<file path="config.mk">
export PLATFORM = sky130hd
export DESIGN_NAME = mem_access_ctrl_flat
export DESIGN_NICKNAME = d
export VERILOG_FILES = /design/src/rtl/pipeline_pkg.sv /design/src/rtl/mem_access_ctrl_if.sv /design/src/rtl/access_timer.sv /design/src/rtl/mem_access_ctrl.sv /design/src/flat_wrapper.sv
export SDC_FILE = /design/constraint.sdc
export NUM_CORES = 1
export LEC_CHECK = 0
export ABC_AREA = 1
export ABC_CLOCK_PERIOD_IN_PS = 3000
export CORE_MARGIN = 10
export CORE_UTILIZATION = 42
export DETAILED_ROUTE_END_ITERATION = 8
export PLACE_DENSITY = 0.8
export SLEW_MARGIN = 15
export SYNTH_ARGS = -nofsm -noshare
export SYNTH_HDL_FRONTEND = slang
export SYNTH_HIERARCHICAL = 1
export SYNTH_SLANG_ARGS = --single-unit
</file>
<file path="constraint.sdc">
create_clock -name clk -period 3 [get_ports clk]
set_clock_uncertainty 0.2 [all_clocks]
set_input_delay 0.45 -clock clk [delete_from_list [all_inputs] [get_ports clk]]
set_output_delay 0.45 -clock clk [all_outputs]
set_load 0.05 [all_outputs]
</file>
<file path="src/rtl/pipeline_pkg.sv">
// rtl/pipeline_pkg.sv - shared types and constants for the MEM-stage access controller
package pipeline_pkg;

  localparam int ADDR_W_DEF = 32;
  localparam int DATA_W_DEF = 32;

  // Low address bits that must be zero for a word access
  localparam logic [1:0] WORD_ALIGN_MASK = 2'b11;

  typedef enum logic [1:0] {
    IDLE = 2'd0,
    BUSY = 2'd1,
    DONE = 2'd2
  } state_t;

endpackage

</file>
<file path="src/rtl/mem_access_ctrl_if.sv">
// rtl/mem_access_ctrl_if.sv - req/ack data-memory bus between controller and memory
interface mem_access_ctrl_if
  import pipeline_pkg::*;
#(
  parameter int ADDR_W = ADDR_W_DEF,
  parameter int DATA_W = DATA_W_DEF
);
  logic              mem_req;
  logic              mem_we;
  logic [ADDR_W-1:0] mem_addr;
  logic [DATA_W-1:0] mem_wdata;
  logic              mem_ack;
  logic [DATA_W-1:0] mem_rdata;

  modport master (
    output mem_req, mem_we, mem_addr, mem_wdata,
    input  mem_ack, mem_rdata
  );

  modport slave (
    input  mem_req, mem_we, mem_addr, mem_wdata,
    output mem_ack, mem_rdata
  );
endinterface

</file>
<file path="src/rtl/access_timer.sv">
// rtl/access_timer.sv - counts BUSY cycles without ack and flags the final one
module access_timer #(
  parameter int TIMEOUT = 255,
  parameter int TO_W    = 8
) (
  input  logic clk,
  input  logic reset_n,
  input  logic clear,
  input  logic enable,
  output logic expired
);
  localparam logic [TO_W-1:0] LAST = TO_W'(TIMEOUT - 1);

  logic [TO_W-1:0] count;

  always_ff @(posedge clk or negedge reset_n) begin
    if (!reset_n) begin
      count <= '0;
    end else if (clear) begin
      count <= '0;
    end else if (enable) begin
      count <= count + 1'b1;
    end
  end

  // Asserted during the TIMEOUT-th consecutive BUSY cycle without ack
  assign expired = enable && (count == LAST);
endmodule

</file>
<file path="src/rtl/mem_access_ctrl.sv">
// rtl/mem_access_ctrl.sv - MEM-stage word load/store sequencer with stall,
// misalignment and ack-timeout reporting
module mem_access_ctrl
  import pipeline_pkg::*;
#(
  parameter int ADDR_W  = ADDR_W_DEF,
  parameter int DATA_W  = DATA_W_DEF,
  parameter int TIMEOUT = 255,
  parameter int TO_W    = 8
) (
  input  logic              clk,
  input  logic              reset_n,
  input  logic              MemRead,
  input  logic              MemWrite,
  input  logic [ADDR_W-1:0] alu_result,
  input  logic [DATA_W-1:0] rs2_data,
  output logic              stall,
  mem_access_ctrl_if.master bus,
  output logic [DATA_W-1:0] load_data,
  output logic              load_valid,
  output logic              err_misalign,
  output logic              err_timeout
);
  state_t state;
  logic   req_any;
  logic   misaligned;
  logic   timer_clear;
  logic   timer_en;
  logic   expired;

  assign req_any     = MemRead | MemWrite;
  assign misaligned  = |(alu_result[1:0] & WORD_ALIGN_MASK);
  assign timer_clear = (state == IDLE) && req_any;
  assign timer_en    = (state == BUSY) && !bus.mem_ack;

  access_timer #(
    .TIMEOUT (TIMEOUT),
    .TO_W    (TO_W)
  ) u_timer (
    .clk     (clk),
    .reset_n (reset_n),
    .clear   (timer_clear),
    .enable  (timer_en),
    .expired (expired)
  );

  // Reset gates stall so the pipeline is released the same instant
  always_comb begin
    stall = 1'b0;
    case (state)
      IDLE:    stall = req_any;
      BUSY:    stall = 1'b1;
      default: stall = 1'b0;
    endcase
    stall = stall & reset_n;
  end

  always_ff @(posedge clk or negedge reset_n) begin
    if (!reset_n) begin
      state         <= IDLE;
      bus.mem_req   <= 1'b0;
      bus.mem_we    <= 1'b0;
      bus.mem_addr  <= '0;
      bus.mem_wdata <= '0;
      load_data     <= '0;
      load_valid    <= 1'b0;
      err_misalign  <= 1'b0;
      err_timeout   <= 1'b0;
    end else begin
      load_valid   <= 1'b0;
      err_misalign <= 1'b0;
      err_timeout  <= 1'b0;
      case (state)
        IDLE: begin
          if (req_any) begin
            if (misaligned) begin
              err_misalign <= 1'b1;
              state        <= DONE;
            end else begin
              bus.mem_req   <= 1'b1;
              bus.mem_we    <= MemWrite;
              bus.mem_addr  <= alu_result;
              bus.mem_wdata <= rs2_data;
              state         <= BUSY;
            end
          end
        end
        BUSY: begin
          // An ack in the last timeout cycle wins because it disables the timer
          if (bus.mem_ack) begin
            bus.mem_req <= 1'b0;
            bus.mem_we  <= 1'b0;
            if (!bus.mem_we) begin
              load_data  <= bus.mem_rdata;
              load_valid <= 1'b1;
            end
            state <= DONE;
          end else if (expired) begin
            bus.mem_req <= 1'b0;
            bus.mem_we  <= 1'b0;
            load_data   <= '0;
            err_timeout <= 1'b1;
            state       <= DONE;
          end
        end
        default: begin
          state <= IDLE;
        end
      endcase
    end
  end
endmodule
</file>
<file path="src/flat_wrapper.sv">
// flat-port wrapper written by rule: the top's interface ports become plain ports
module mem_access_ctrl_flat import pipeline_pkg::*;
#(
  parameter int ADDR_W  = ADDR_W_DEF,
  parameter int DATA_W  = DATA_W_DEF,
  parameter int TIMEOUT = 255,
  parameter int TO_W    = 8
)
  (clk, reset_n, MemRead, MemWrite, alu_result, rs2_data, stall, load_data, load_valid, err_misalign, err_timeout, bus_mem_req, bus_mem_we, bus_mem_addr, bus_mem_wdata, bus_mem_ack, bus_mem_rdata);
  mem_access_ctrl_if #(.ADDR_W(ADDR_W), .DATA_W(DATA_W)) bus_i ();
  input  logic clk;
  input  logic reset_n;
  input  logic MemRead;
  input  logic MemWrite;
  input  logic [ADDR_W-1:0] alu_result;
  input  logic [DATA_W-1:0] rs2_data;
  output logic stall;
  output logic [DATA_W-1:0] load_data;
  output logic load_valid;
  output logic err_misalign;
  output logic err_timeout;
  output wire logic [$bits(bus_i.mem_req)-1:0] bus_mem_req;
  output wire logic [$bits(bus_i.mem_we)-1:0] bus_mem_we;
  output wire logic [$bits(bus_i.mem_addr)-1:0] bus_mem_addr;
  output wire logic [$bits(bus_i.mem_wdata)-1:0] bus_mem_wdata;
  input wire logic [$bits(bus_i.mem_ack)-1:0] bus_mem_ack;
  input wire logic [$bits(bus_i.mem_rdata)-1:0] bus_mem_rdata;
  assign bus_mem_req = bus_i.mem_req;
  assign bus_mem_we = bus_i.mem_we;
  assign bus_mem_addr = bus_i.mem_addr;
  assign bus_mem_wdata = bus_i.mem_wdata;
  assign bus_i.mem_ack = bus_mem_ack;
  assign bus_i.mem_rdata = bus_mem_rdata;
  mem_access_ctrl #(.ADDR_W(ADDR_W), .DATA_W(DATA_W), .TIMEOUT(TIMEOUT), .TO_W(TO_W)) u_core (.clk(clk), .reset_n(reset_n), .MemRead(MemRead), .MemWrite(MemWrite), .alu_result(alu_result), .rs2_data(rs2_data), .stall(stall), .bus(bus_i), .load_data(load_data), .load_valid(load_valid), .err_misalign(err_misalign), .err_timeout(err_timeout));
endmodule
</file>
==> metrics.yaml <==
place:
  place_ws_ns: 0.393
  gp_congestion: 0.816
  placed_cell_area_mm2: 0.00669
  io_buffers: 202
  hpwl_mm: 10.9
layout:
  multiInputGateArea_mm2: 0.00158
  ff_latch_area_mm2: 0.00278
  utilization_pct: 63.7
  antenna_cells: 0
  design_area_mm2: 0.00687
  area_growth_pct: 48.8
  nFillCells: 885
  drive_gt1_share_pct: 5.73
  num-nets-final: 815
sta:
  worst_pin_slew_ns: 0.822
  setup-tns-final_ns: 0
  finalSetupViolCount: 0
  hold_viol: 0
  fmax_ghz: 0.401
  slew_violations: 0
  min_period_ns: 2.49
  holdWs_ns: 0.0177
  grt_setup_unrepaired: "false"
  fin_crit_sh_pct: 83.1
  max-slew-margin-rel_pct: 45.2
  finalWorstSetupSlack_ns: 0.508
synthesis:
  ys_seq_area_share_pct: 60.1
  synthAdderAreaFrac_pct: 0.542
  synth-simple-area-share_pct: 28.8
  synthTopCellsByCount: "nand2_1, dfrtp_1, nand3_1, o21ai_1, nor2_1"
  synth_area_mm2: 0.00462
  synth_most_common_cell: "nand2_1"
  synth_cell_types: 24
  ys.flop_type: "dfrtp_1"
  yosys.area.top_type_share_pct: 60.1
  yosys-top-cells-area: "dfrtp_1, nand2_1, nand3_1, o21ai_1, buf_6"
  synth-seq-cells: 111
  synthMuxAreaShare_pct: 0
  syn-num-nets: 622
  synth_area_per_cell_um2: 8.90
  synthCells: 519
  synth_xor_area_share_pct: 0
  synth-async-reset-ratio_pct: 100
  synth_compound_area_share_pct: 4.87
  synth_edf_count: 0
  synth_top_area_cell: "dfrtp_1"
  synth_top_family_by_area: "simple AND/OR/NAND/NOR gates"
  yosys_warnings: 6
clock_network:
  cts_inserted_buffers: 9
  cts_sinks: 111
  post-cts-setup-buffer-count: 0
  cts-root-buf: "clkbuf_8"
  cts.clk_slew.worst_paths_ns: 0.10
  cts_tree: "yes"
  cts_hold_buffers: 0
  insertion_delay_ns: 0.37
  cts.path.max_buffers: 2
  postCtsResizedCells: 0
  h-tree-depth: 3
worst_setup_path:
  reg2reg_depth: 10
  cpMaxStageDelayCell: "dfrtp_1"
  reg2reg_slack_ns: 0.51
  cp-end-kind: "flip-flop"
  cpMostUsedCell: "nor2_1"
  crit_required_ns: 3.03
  worst_path_largest_cell_delay_ns: 0.42
  cp_cell_sequence: "nor2_2 > inv_2 > nor2_1 > nand3_1 > nor3_1 > nor2_1 > a21oi_2 > nand2_4 > nand2_1 > o21ai_1"
  worstPathArrival_ns: 2.52
  worstReg2RegEnd: "u_core/load_data[17]"
  timing.rr.start: "u_core/state[1]"
  crit_type: "flip-flop to flip-flop"
  cp-start-kind: "flip-flop"
  cp_max_fo: 64
drt:
  drt_first_pass_iters: 5
  vias: 4225
  avgRoutedWirePerCell_um: 16.9
  drt_iter0_markers: 304
  post-route-drc-count: 0
  wl_mm: 14.5
  postRouteAntennaNets: 0
  drt-vias-per-instance: 4.94
floorplan:
  start_util_pct: 42.8
  rows: 38
  die_h_um: 125
  core_mm2: 0.0108
  pin_count: 203
  die_area_mm2: 0.0156
  die-width_um: 125
global_routing:
  antenna_found_initial: 0
  grt_pass1_wl_mm: 23.1
  grt_pass1_vias: 4358
  grt_max_degree: 66
  grt_use_total_pct: 17.9
  overflow: 0
flow_run:
  max_cap_violations: 0
power:
  powerDensity_mw_per_mm2: 1170
  irDropWorstVdd_mv: 0.605
  power_leakage_uw: 0.00324
run_status:
  status: "complete, no violations"
worst_hold_path:
  hp-class: "input pin to async pin"
==> placed cells by master, fill, tap and decap left out, drive strengths merged <==
cell,netlist,routed
a21boi,1,1
a21oi,5,5
buf,20,11
bufinv,0,1
clkbuf,9,12
clkdlybuf4s50,0,200
clkinv,0,2
dfrtp,111,111
ha,2,2
inv,17,17
nand2,220,220
nand3,69,69
nand4,2,2
nor2,24,24
nor3,2,2
o21ai,37,37
==> where the power goes <==
| part | leakage, uW | internal [uW] | total [uW] | switching [uW] |
|---|---|---|---|---|
| clock network | 0.0000964 | 406 | 891 | 484 |
| registers | 0.00142 | 2110 | 2470 | 357 |
| logic | 0.00172 | 1460 | 4650 | 3200 |
| total | 0.00324 | 3980 | 8010 | 4040 |
==> worst max path at each step <==
stage / start / to / slack (ns)
6_report: u_core/state[1] / u_core/load_data[17] / 0.51
5_1_grt: u_core/state[0] / u_core/load_data[15] / 0.27
4_1_cts: u_core/state[1] / u_core/load_data[31] / 0.54
3_5_place_dp: bus_mem_ack / u_core/load_data[31] / 0.39
3_3_place_gp: bus_mem_ack / u_core/load_data[19] / 0.49
2_1_floorplan: u_core/state[1] / stall / 0.51
==> sequential cells by signal, summed over array words and instances (netlist names) <==
register / flops
u_core/u_timer/count: 8
u_core/bus.mem_addr: 32
u_core/bus.mem_we: 1
u_core/state: 2
u_core/bus.mem_req: 1
u_core/err_misalign: 1
u_core/load_valid: 1
u_core/bus.mem_wdata: 32
u_core/load_data: 32
u_core/err_timeout: 1
==> routing by layer <==
layer | share of wire (%) | track usage [%] | up-vias
met5 | 0 | 0 | -
met4 | 2.5 | 7.25 | 0
met3 | 11 | 8.00 | 24
met2 | 47 | 28.4 | 178
met1 | 40 | 20.7 | 1987
li1 | - | - | 2036
==> through the flow <==
step	std cells	total power, uW
6_report	856	8010
5_1_grt	856	8440
4_1_cts	856	8090
3_5_place_dp	841	7190
3_3_place_gp	841	7080
2_1_floorplan	519	5450
==> kinds of logic after synthesis <==
| kind of cell | count (synthesis) |
|---|---|
| AO/OA/AOI/OAI | 43 |
| adder cells (fa/ha/maj) | 2 |
| flip-flops | 111 |
| buffers and inverters | 46 |
| AND/OR/NAND/NOR | 317 |
==> critical path: cells and delay by family, from the launching register on <==
family / cells / cell delay (ns)
AND/OR/NAND/NOR: 7 / 1.34
flip-flops: 1 / 0.42
AO/OA/AOI/OAI: 2 / 0.25
buffers and inverters: 1 / 0.10
==> cell type report <==
type / count / area share (%)
sequential: 111 / 40.4
timing repair buffer: 211 / 30.3
multi-input combinational: 362 / 23.0
tap: 140 / 2.55
clock buffer: 12 / 2.11
inverter: 17 / 0.965
clock inverter: 3 / 0.637
Note: power is estimated with default switching activity, not from simulation.
